$ cat src/rtl/clz_decode.sv
// Inverse count-leading-zeros: rebuilds the canonical one-hot word and thermometer mask
// for a leading-zero count, resolving one count bit per cycle behind a valid/ready handshake.
module clz_decode #(
  parameter int unsigned WIDTH = 32,
  parameter int unsigned CW    = $clog2(WIDTH) + 1
) (
  input  logic             clk,
  input  logic             rst,
  input  logic             in_valid,
  output logic             in_ready,
  input  logic [CW-1:0]    in_count,
  output logic             out_valid,
  input  logic             out_ready,
  output logic [WIDTH-1:0] out_onehot,
  output logic [WIDTH-1:0] out_mask,
  output logic             out_sat
);

  localparam int unsigned KW = (CW > 1) ? $clog2(CW) : 1;
  localparam logic [KW-1:0] K_LAST = KW'(CW - 1);
  localparam logic [CW-1:0] N_MAX  = CW'(WIDTH);

  typedef enum logic [1:0] {
    IDLE = 2'd0,
    RUN  = 2'd1,
    DONE = 2'd2
  } state_e;

  state_e           state_q, state_d;
  logic [KW-1:0]    k_q, k_d;
  logic [CW-1:0]    n_q, n_d;
  logic             sat_q, sat_d;
  logic [WIDTH-1:0] work_oh_q, work_oh_d;
  logic [WIDTH-1:0] work_mask_q, work_mask_d;
  logic [WIDTH-1:0] res_oh_q, res_oh_d;
  logic [WIDTH-1:0] res_mask_q, res_mask_d;
  logic             res_sat_q, res_sat_d;

  logic             accept;
  logic [CW-1:0]    shamt;
  logic [WIDTH-1:0] step_oh;
  logic [WIDTH-1:0] step_mask;

  // in_ready only looks at registered state and out_ready, never at in_*.
  assign in_ready   = (state_q == IDLE) || ((state_q == DONE) && out_ready);
  assign accept     = in_valid && in_ready;
  assign out_valid  = (state_q == DONE);
  assign out_onehot = res_oh_q;
  assign out_mask   = res_mask_q;
  assign out_sat    = res_sat_q;

  // One shift stage per cycle; the top stage shifts by WIDTH, which clears the word.
  always_comb begin
    shamt     = CW'(1) << k_q;
    step_oh   = work_oh_q;
    step_mask = work_mask_q;
    if (n_q[k_q]) begin
      step_oh   = work_oh_q >> shamt;
      step_mask = work_mask_q >> shamt;
    end
  end

  always_comb begin
    state_d     = state_q;
    k_d         = k_q;
    n_d         = n_q;
    sat_d       = sat_q;
    work_oh_d   = work_oh_q;
    work_mask_d = work_mask_q;
    res_oh_d    = res_oh_q;
    res_mask_d  = res_mask_q;
    res_sat_d   = res_sat_q;

    case (state_q)
      IDLE: ;
      RUN: begin
        work_oh_d   = step_oh;
        work_mask_d = step_mask;
        if (k_q == K_LAST) begin
          state_d    = DONE;
          res_oh_d   = step_oh;
          res_mask_d = step_mask;
          res_sat_d  = sat_q;
        end else begin
          k_d = k_q + KW'(1);
        end
      end
      DONE: begin
        if (out_ready) begin
          state_d = IDLE;
        end
      end
      default: state_d = IDLE;
    endcase

    // Accept overrides the DONE->IDLE path so back-to-back requests skip IDLE.
    if (accept) begin
      state_d     = RUN;
      k_d         = '0;
      n_d         = (in_count > N_MAX) ? N_MAX : in_count;
      sat_d       = (in_count > N_MAX);
      work_oh_d   = {1'b1, {(WIDTH-1){1'b0}}};
      work_mask_d = '1;
    end
  end

  always_ff @(posedge clk) begin
    if (rst) begin
      state_q     <= IDLE;
      k_q         <= '0;
      n_q         <= '0;
      sat_q       <= 1'b0;
      work_oh_q   <= '0;
      work_mask_q <= '0;
      res_oh_q    <= '0;
      res_mask_q  <= '0;
      res_sat_q   <= 1'b0;
    end else begin
      state_q     <= state_d;
      k_q         <= k_d;
      n_q         <= n_d;
      sat_q       <= sat_d;
      work_oh_q   <= work_oh_d;
      work_mask_q <= work_mask_d;
      res_oh_q    <= res_oh_d;
      res_mask_q  <= res_mask_d;
      res_sat_q   <= res_sat_d;
    end
  end

endmodule

$ cat config.mk
export PLATFORM = sky130hd
export DESIGN_NAME = clz_decode
export DESIGN_NICKNAME = d
export VERILOG_FILES = /design/src/rtl/clz_decode.sv
export SDC_FILE = /design/constraint.sdc
export NUM_CORES = 1
export LEC_CHECK = 0
export BUFFER_PORTS_ARGS = -buffer_cell sky130_fd_sc_hd__clkbuf_2
export CORE_MARGIN = 2
export CORE_UTILIZATION = 40
export DETAILED_ROUTE_END_ITERATION = 8
export PLACE_DENSITY = 0.55
export SYNTH_ARGS = -nofsm -noshare
export SYNTH_HDL_FRONTEND = slang
export SYNTH_SLANG_ARGS = --single-unit
$ cat constraint.sdc
create_clock -name clk -period 6.41 [get_ports clk]
set_input_delay 1.6025 -clock clk [delete_from_list [all_inputs] [get_ports clk]]
set_output_delay 1.6025 -clock clk [all_outputs]
set_load 0.02 [all_outputs]
# After elaboration in Yosys (flattened, before gate mapping)
# Index checks and enable logic that the tools add are counted.
# totals
register_bits,141
inputBits,10
word_cells,50
output_inout_bits,67
# op_classes
n_mux,13
eq_ne,8
reduce_logical,10
addsub,1
bitwise_logic,2
magnitude_cmp,2
n_shift,3
# ops
operator,count
2-to-1 mux 32 bit,6
right shift 32 x 6 -> 32 bit,2
> comparator 6 bit (second input constant),1
2-to-1 mux 6 bit,1
one-hot mux 2 bit (3 select lines),1
AND reduction 3 bit,2
left shift 1 x 3 -> 6 bit (first input constant),1
less-than comparator 3 x 4 -> 1 bit (second input constant),1
2-to-1 mux 2 bit,2
!= test 2 bit (second input constant),2
AND reduction 2 bit,2
adder 3 x 1 -> 3 bit (second input constant),1
binary-select mux 1 bit (select 3 bit),1
equality test 3 bit (second input constant),1
!= test 3 x 1 -> 1 bit (second input constant),1
!= test 3 bit (second input constant),1
equality test 2 x 1 -> 1 bit (second input constant),1
equality test 2 bit (second input constant),1
logical AND 1 bit,2
zero test 2 bit,1
2-to-1 mux 1 bit,2
!= test 2 x 1 -> 1 bit (second input constant),1
NOT 1 bit,2
nonzero test 2 bit,1
2 further kinds,2

# Depth between registers and ports, before layout
# depth
ltp_word,6
mapped_depth,12
mapped_depth_nobuf,8

# Worst setup path before layout
# OpenSTA, ideal clock, no wires.
# synth_timing
path_kind,input -> output
startpoint,input out_ready
endpoint,output in_ready
stages,2
n_path_buf,0
required_time_ns,4.807
arrival_ns,2.031
path_slack_ns,2.777
cell_sequence,inv_1 -> a21oi_1
# synth_between
elab_chain_cells,2
# synth_lines
element,line_no,text
start: declaration,13,"input logic out_ready,"
logical AND 1 bit,45,assign in_ready = (state_q == IDLE) || ((state_q == DONE) && out_ready);
logical OR 1 bit,45,
end: declaration,10,"output logic in_ready,"
# Every way passes these cells.

# Final worst setup path
# layout_timing
startpoint,register k_q[0]
endpoint,register res_oh_q[0] (netlist: out_onehot[0])
# layout_between
elab_chain_cells,3
elab_cells_between_ends,7
classes_between,1 x eq/ne; 2 x shift; 3 x mux; 1 x reduce/logical
# layout_lines
element,line_no,text
start: declaration,30,"logic [KW-1:0] k_q, k_d;"
start signal: assignment,120,k_q <= k_d;
left shift 1 x 3 -> 6 bit or binary-select mux 1 bit (select 3 bit) (tied branches),"54, 57",
right shift 32 x 6 -> 32 bit or 2-to-1 mux 1 bit (tied branches),"58, 57",
2-to-1 mux 32 bit,57,if (n_q[k_q]) begin
end signal: assignment,125,res_oh_q <= res_oh_d;
end: declaration,35,"logic [WIDTH-1:0] res_oh_q, res_oh_d;"
# Parallel ways exist; a longest one is shown, timed or not. The select of a mux whose other input is x is not followed.
# A chain may end at the register's enable or synchronous reset.

==> impl_metrics.tcl <==
set metrics [dict create \
    final_layout_size_suffix_gt1_share_pct 18.53 \
    worst-endpoint-arrival_ns 4.35 \
    clkLatencyLatePin_ns 0.44 \
    tightest_slew_ns 1.348 \
    tritoncts.num_buffers 17 \
    ctsResizeCount 0 \
    grt_start_max_net_pins 78 \
    route.final.wire_length_mm 36.47 \
    finish.instance_area_mm2 0.01032 \
    dr_vias_cell 6.666 \
    finalNonFillerCells 1447 \
    num-nets-final 1130 \
    synth_simple_gate_area_share_pct 16.13 \
    slew-limit-headroom_pct 9.735 \
    layout.filler_cells 2378 \
    worstSetupStartpointType "flop" \
    synth_area_mm2 0.009376 \
    crit_fanout 25 \
    synthAdderAreaFrac_pct 0.6672 \
    crit_required_ns 6.70 \
    maxClockFrequency_mhz 246.2 \
    vias 9646 \
    worst-setup-path-type "reg2reg" \
    route.antenna.remaining_nets 0 \
    antenna_found_initial 0 \
    synth_mux_area_share_pct 18.15 \
    synth_edf_count 0 \
    floorplan.initialDensity_pct 40.31 \
    detailed_place_hpwl_mm 24.19 \
    synth-xor-area-share_pct 0.09341 \
    asyncSetResetFlopFracSynth_pct 0 \
    drt_pre_antenna_iters 6 \
    cts.reportedPaths.clkPinSlew_ns 0.07 \
    place_congestion 0.9981 \
    floorplan.rows 56 \
    synth_top_family_by_area "compound AO/OA/AOI/OAI gates" \
    drt-initial-drc-count 1288 \
    routed_wire_length_per_instance_um 25.21 \
    timing.max_cap.violations 0 \
    cts_root_buffer "clkbuf_16" \
    rsz0062_at_grt "false" \
    tritoncts_num_sinks 141 \
    dieWidth_um 157.1 \
    final_cycle_utilization_of_the_critical_path_pct 63.37 \
    cts.hold.buffers_added 0 \
    area_growth_pct 10.06 \
    peak_supply_drop_mv 0.1878 \
    dpl-instance-area_mm2 0.009768 \
    dominantRegCellSynth "dfxtp_1" \
    postSynthAreaPerCell_um2 8.440 \
    setup_tns_ns 0 \
    setup_violations 0 \
    cts_tree "done" \
    slew_violations 0 \
    most_used_cells_in_the_layout_excluding_fill_and_tap_cells "dfxtp_1, a21oi_1, nor2_1, nand2_1, o21ai_0" \
    cts_htree_levels 4 \
    dp.cells 1415 \
    final_period_minus_worst_setup_slack_ns 4.062 \
    io_buffers 76 \
    p_leak_nw 4.065 \
    power_density_mw_per_mm2 236.6 \
    drc 0 \
    min-delay-path-class "reg2reg" \
    synth_cells 1111 \
    met3RoutedLength_mm 3.799 \
    antenna_cells 0 \
    ys.warnings.count 0 \
    global_route_wire_length_before_repair_mm 55.66 \
    status "finished, final reports clean" \
    coreArea_mm2 0.02326 \
    synth.yosys.seq_area_share_pct 30.10 \
    met2RoutedLength_mm 16.07 \
    die_area_mm2 0.02468 \
    ys_seq_elements 141 \
    cts.path.max_buffers 2 \
    worst_setup_path_end_kind "flop" \
    top_layer_used "met4" \
    boundaryPins 77 \
    met1Wirelength_mm 14.36 \
    layout_commonest_cell "dfxtp_1" \
    post-cts-setup-buffer-count 0 \
    synth_nets 1126 \
    grt_remaining_overflow 0 \
    grt_util_all_layers_pct 29.73 \
    first_global_vias 9183 \
    final-hold-violation-count 0 \
    chipHeight_um 157.1 \
    final.setup_skew_ns 0.01192 \
    yosys.cell_types.count 81 \
    synth-compound-area-share_pct 28.13 \
]
## registers in the layout, summed over array words and instances (netlist names)
register     cells
k_q              3
n_q              6
out_sat          1
sat_q            1
work_oh_q       32
out_mask        32
state_q          2
out_onehot      32
work_mask_q     32
## kinds of logic (layout without fill, tap and decap cells)
group / Yosys count / count (layout)
AO/OA/AOI/OAI: 401 / 401
XOR/XNOR: 1 / 1
adder cells (fa/ha/maj): 5 / 5
buffers and inverters: 121 / 138
flip-flops: 141 / 141
multiplexers: 120 / 120
AND/OR/NAND/NOR: 322 / 322
## cell usage after synthesis (5+ instances only)
cell | n | area, um^2
a311oi_1 | 5 | 43.79
o2111ai_1 | 10 | 87.58
a222oi_1 | 6 | 60.06
o211ai_1 | 9 | 67.56
mux2i_1 | 74 | 740.7
o21ai_0 | 86 | 430.4
a22oi_1 | 32 | 240.2
clkbuf_1 | 59 | 221.5
buf_6 | 9 | 101.4
nand3_1 | 40 | 200.2
o221ai_1 | 5 | 43.79
a211oi_1 | 31 | 232.7
nor2_1 | 107 | 401.6
and2_1 | 5 | 31.28
o22ai_1 | 10 | 62.56
nor3_1 | 11 | 55.05
a21oi_1 | 127 | 635.6
ha_1 | 5 | 62.56
buf_2 | 24 | 120.1
a32o_1 | 6 | 60.06
mux2_2 | 7 | 78.83
nand3b_1 | 7 | 52.55
o2bb2ai_1 | 5 | 43.79
inv_1 | 7 | 26.28
nand2b_1 | 18 | 112.6
nor2b_1 | 7 | 43.79
mux4_2 | 38 | 855.8
a211o_1 | 6 | 52.55
a221oi_1 | 7 | 61.31
dfxtp_1 | 141 | 2823
buf_4 | 9 | 67.56
o31ai_1 | 6 | 45.04
buf_1 | 6 | 22.52
nand2_1 | 99 | 371.6
nor3b_1 | 6 | 45.04
## critical path, stage by stage (launching register included)
cell,delay (ns)
dfxtp_1,0.38
inv_1,0.17
ha_2,0.56
nor2b_4,0.96
buf_12,0.29
mux4_2,0.54
mux2i_1,0.46
o22ai_1,0.16
nor3_1,0.25
a21oi_1,0.11
## routing by layer
layer | vias up | GRT usage (%)
met5 | - | 0
met2 | 652 | 45.84
met4 | 0 | 16.93
met1 | 4613 | 38.43
li1 | 4213 | -
met3 | 168 | 6.635
## per-stage QoR
step	hold slack (ns)	setup WS, ns	util (%)	power [mW]
after floorplan	0.4321	2.777	-	1.337
after global placement	0.4412	2.461	41.99	1.482
after detailed placement	0.4431	2.393	41.99	1.483
after CTS	0.4521	2.421	44.36	2.433
after global routing	0.4750	2.136	44.36	2.514
final	0.4494	2.348	44.36	2.442
## cell type report
type	instances	area, um^2	area share (%)
Clock buffer	18	439.2	4.256
Clock inverter	14	112.6	1.091
Inverter	10	37.54	0.3637
Multi-Input combinational cell	849	5966	57.81
Sequential cell	141	2823	27.35
Tap cell	319	399.1	3.868
Timing Repair Buffer	96	543.0	5.262
## where the power goes
part           switching (mW)  internal, mW
clock                   0.445         0.512
combinational           0.308         0.194
sequential             0.0764         0.907
total                   0.830          1.61
## final timing paths
kind / startpoint / to / slack, ns / cells past startpoint
worst min-delay path: out_mask[22]$_SDFFE_PP0P_ / out_mask[22]$_SDFFE_PP0P_ / 0.45 / 2
worst min register to register: out_mask[22]$_SDFFE_PP0P_ / out_mask[22]$_SDFFE_PP0P_ / 0.45 / 2
worst max-delay path: k_q[0]$_SDFFE_PP0P_ / out_onehot[0]$_SDFFE_PP0P_ / 2.35 / 9
worst max register to register: k_q[0]$_SDFFE_PP0P_ / out_onehot[0]$_SDFFE_PP0P_ / 2.35 / 9
Note: power is estimated with default switching activity, not from simulation.
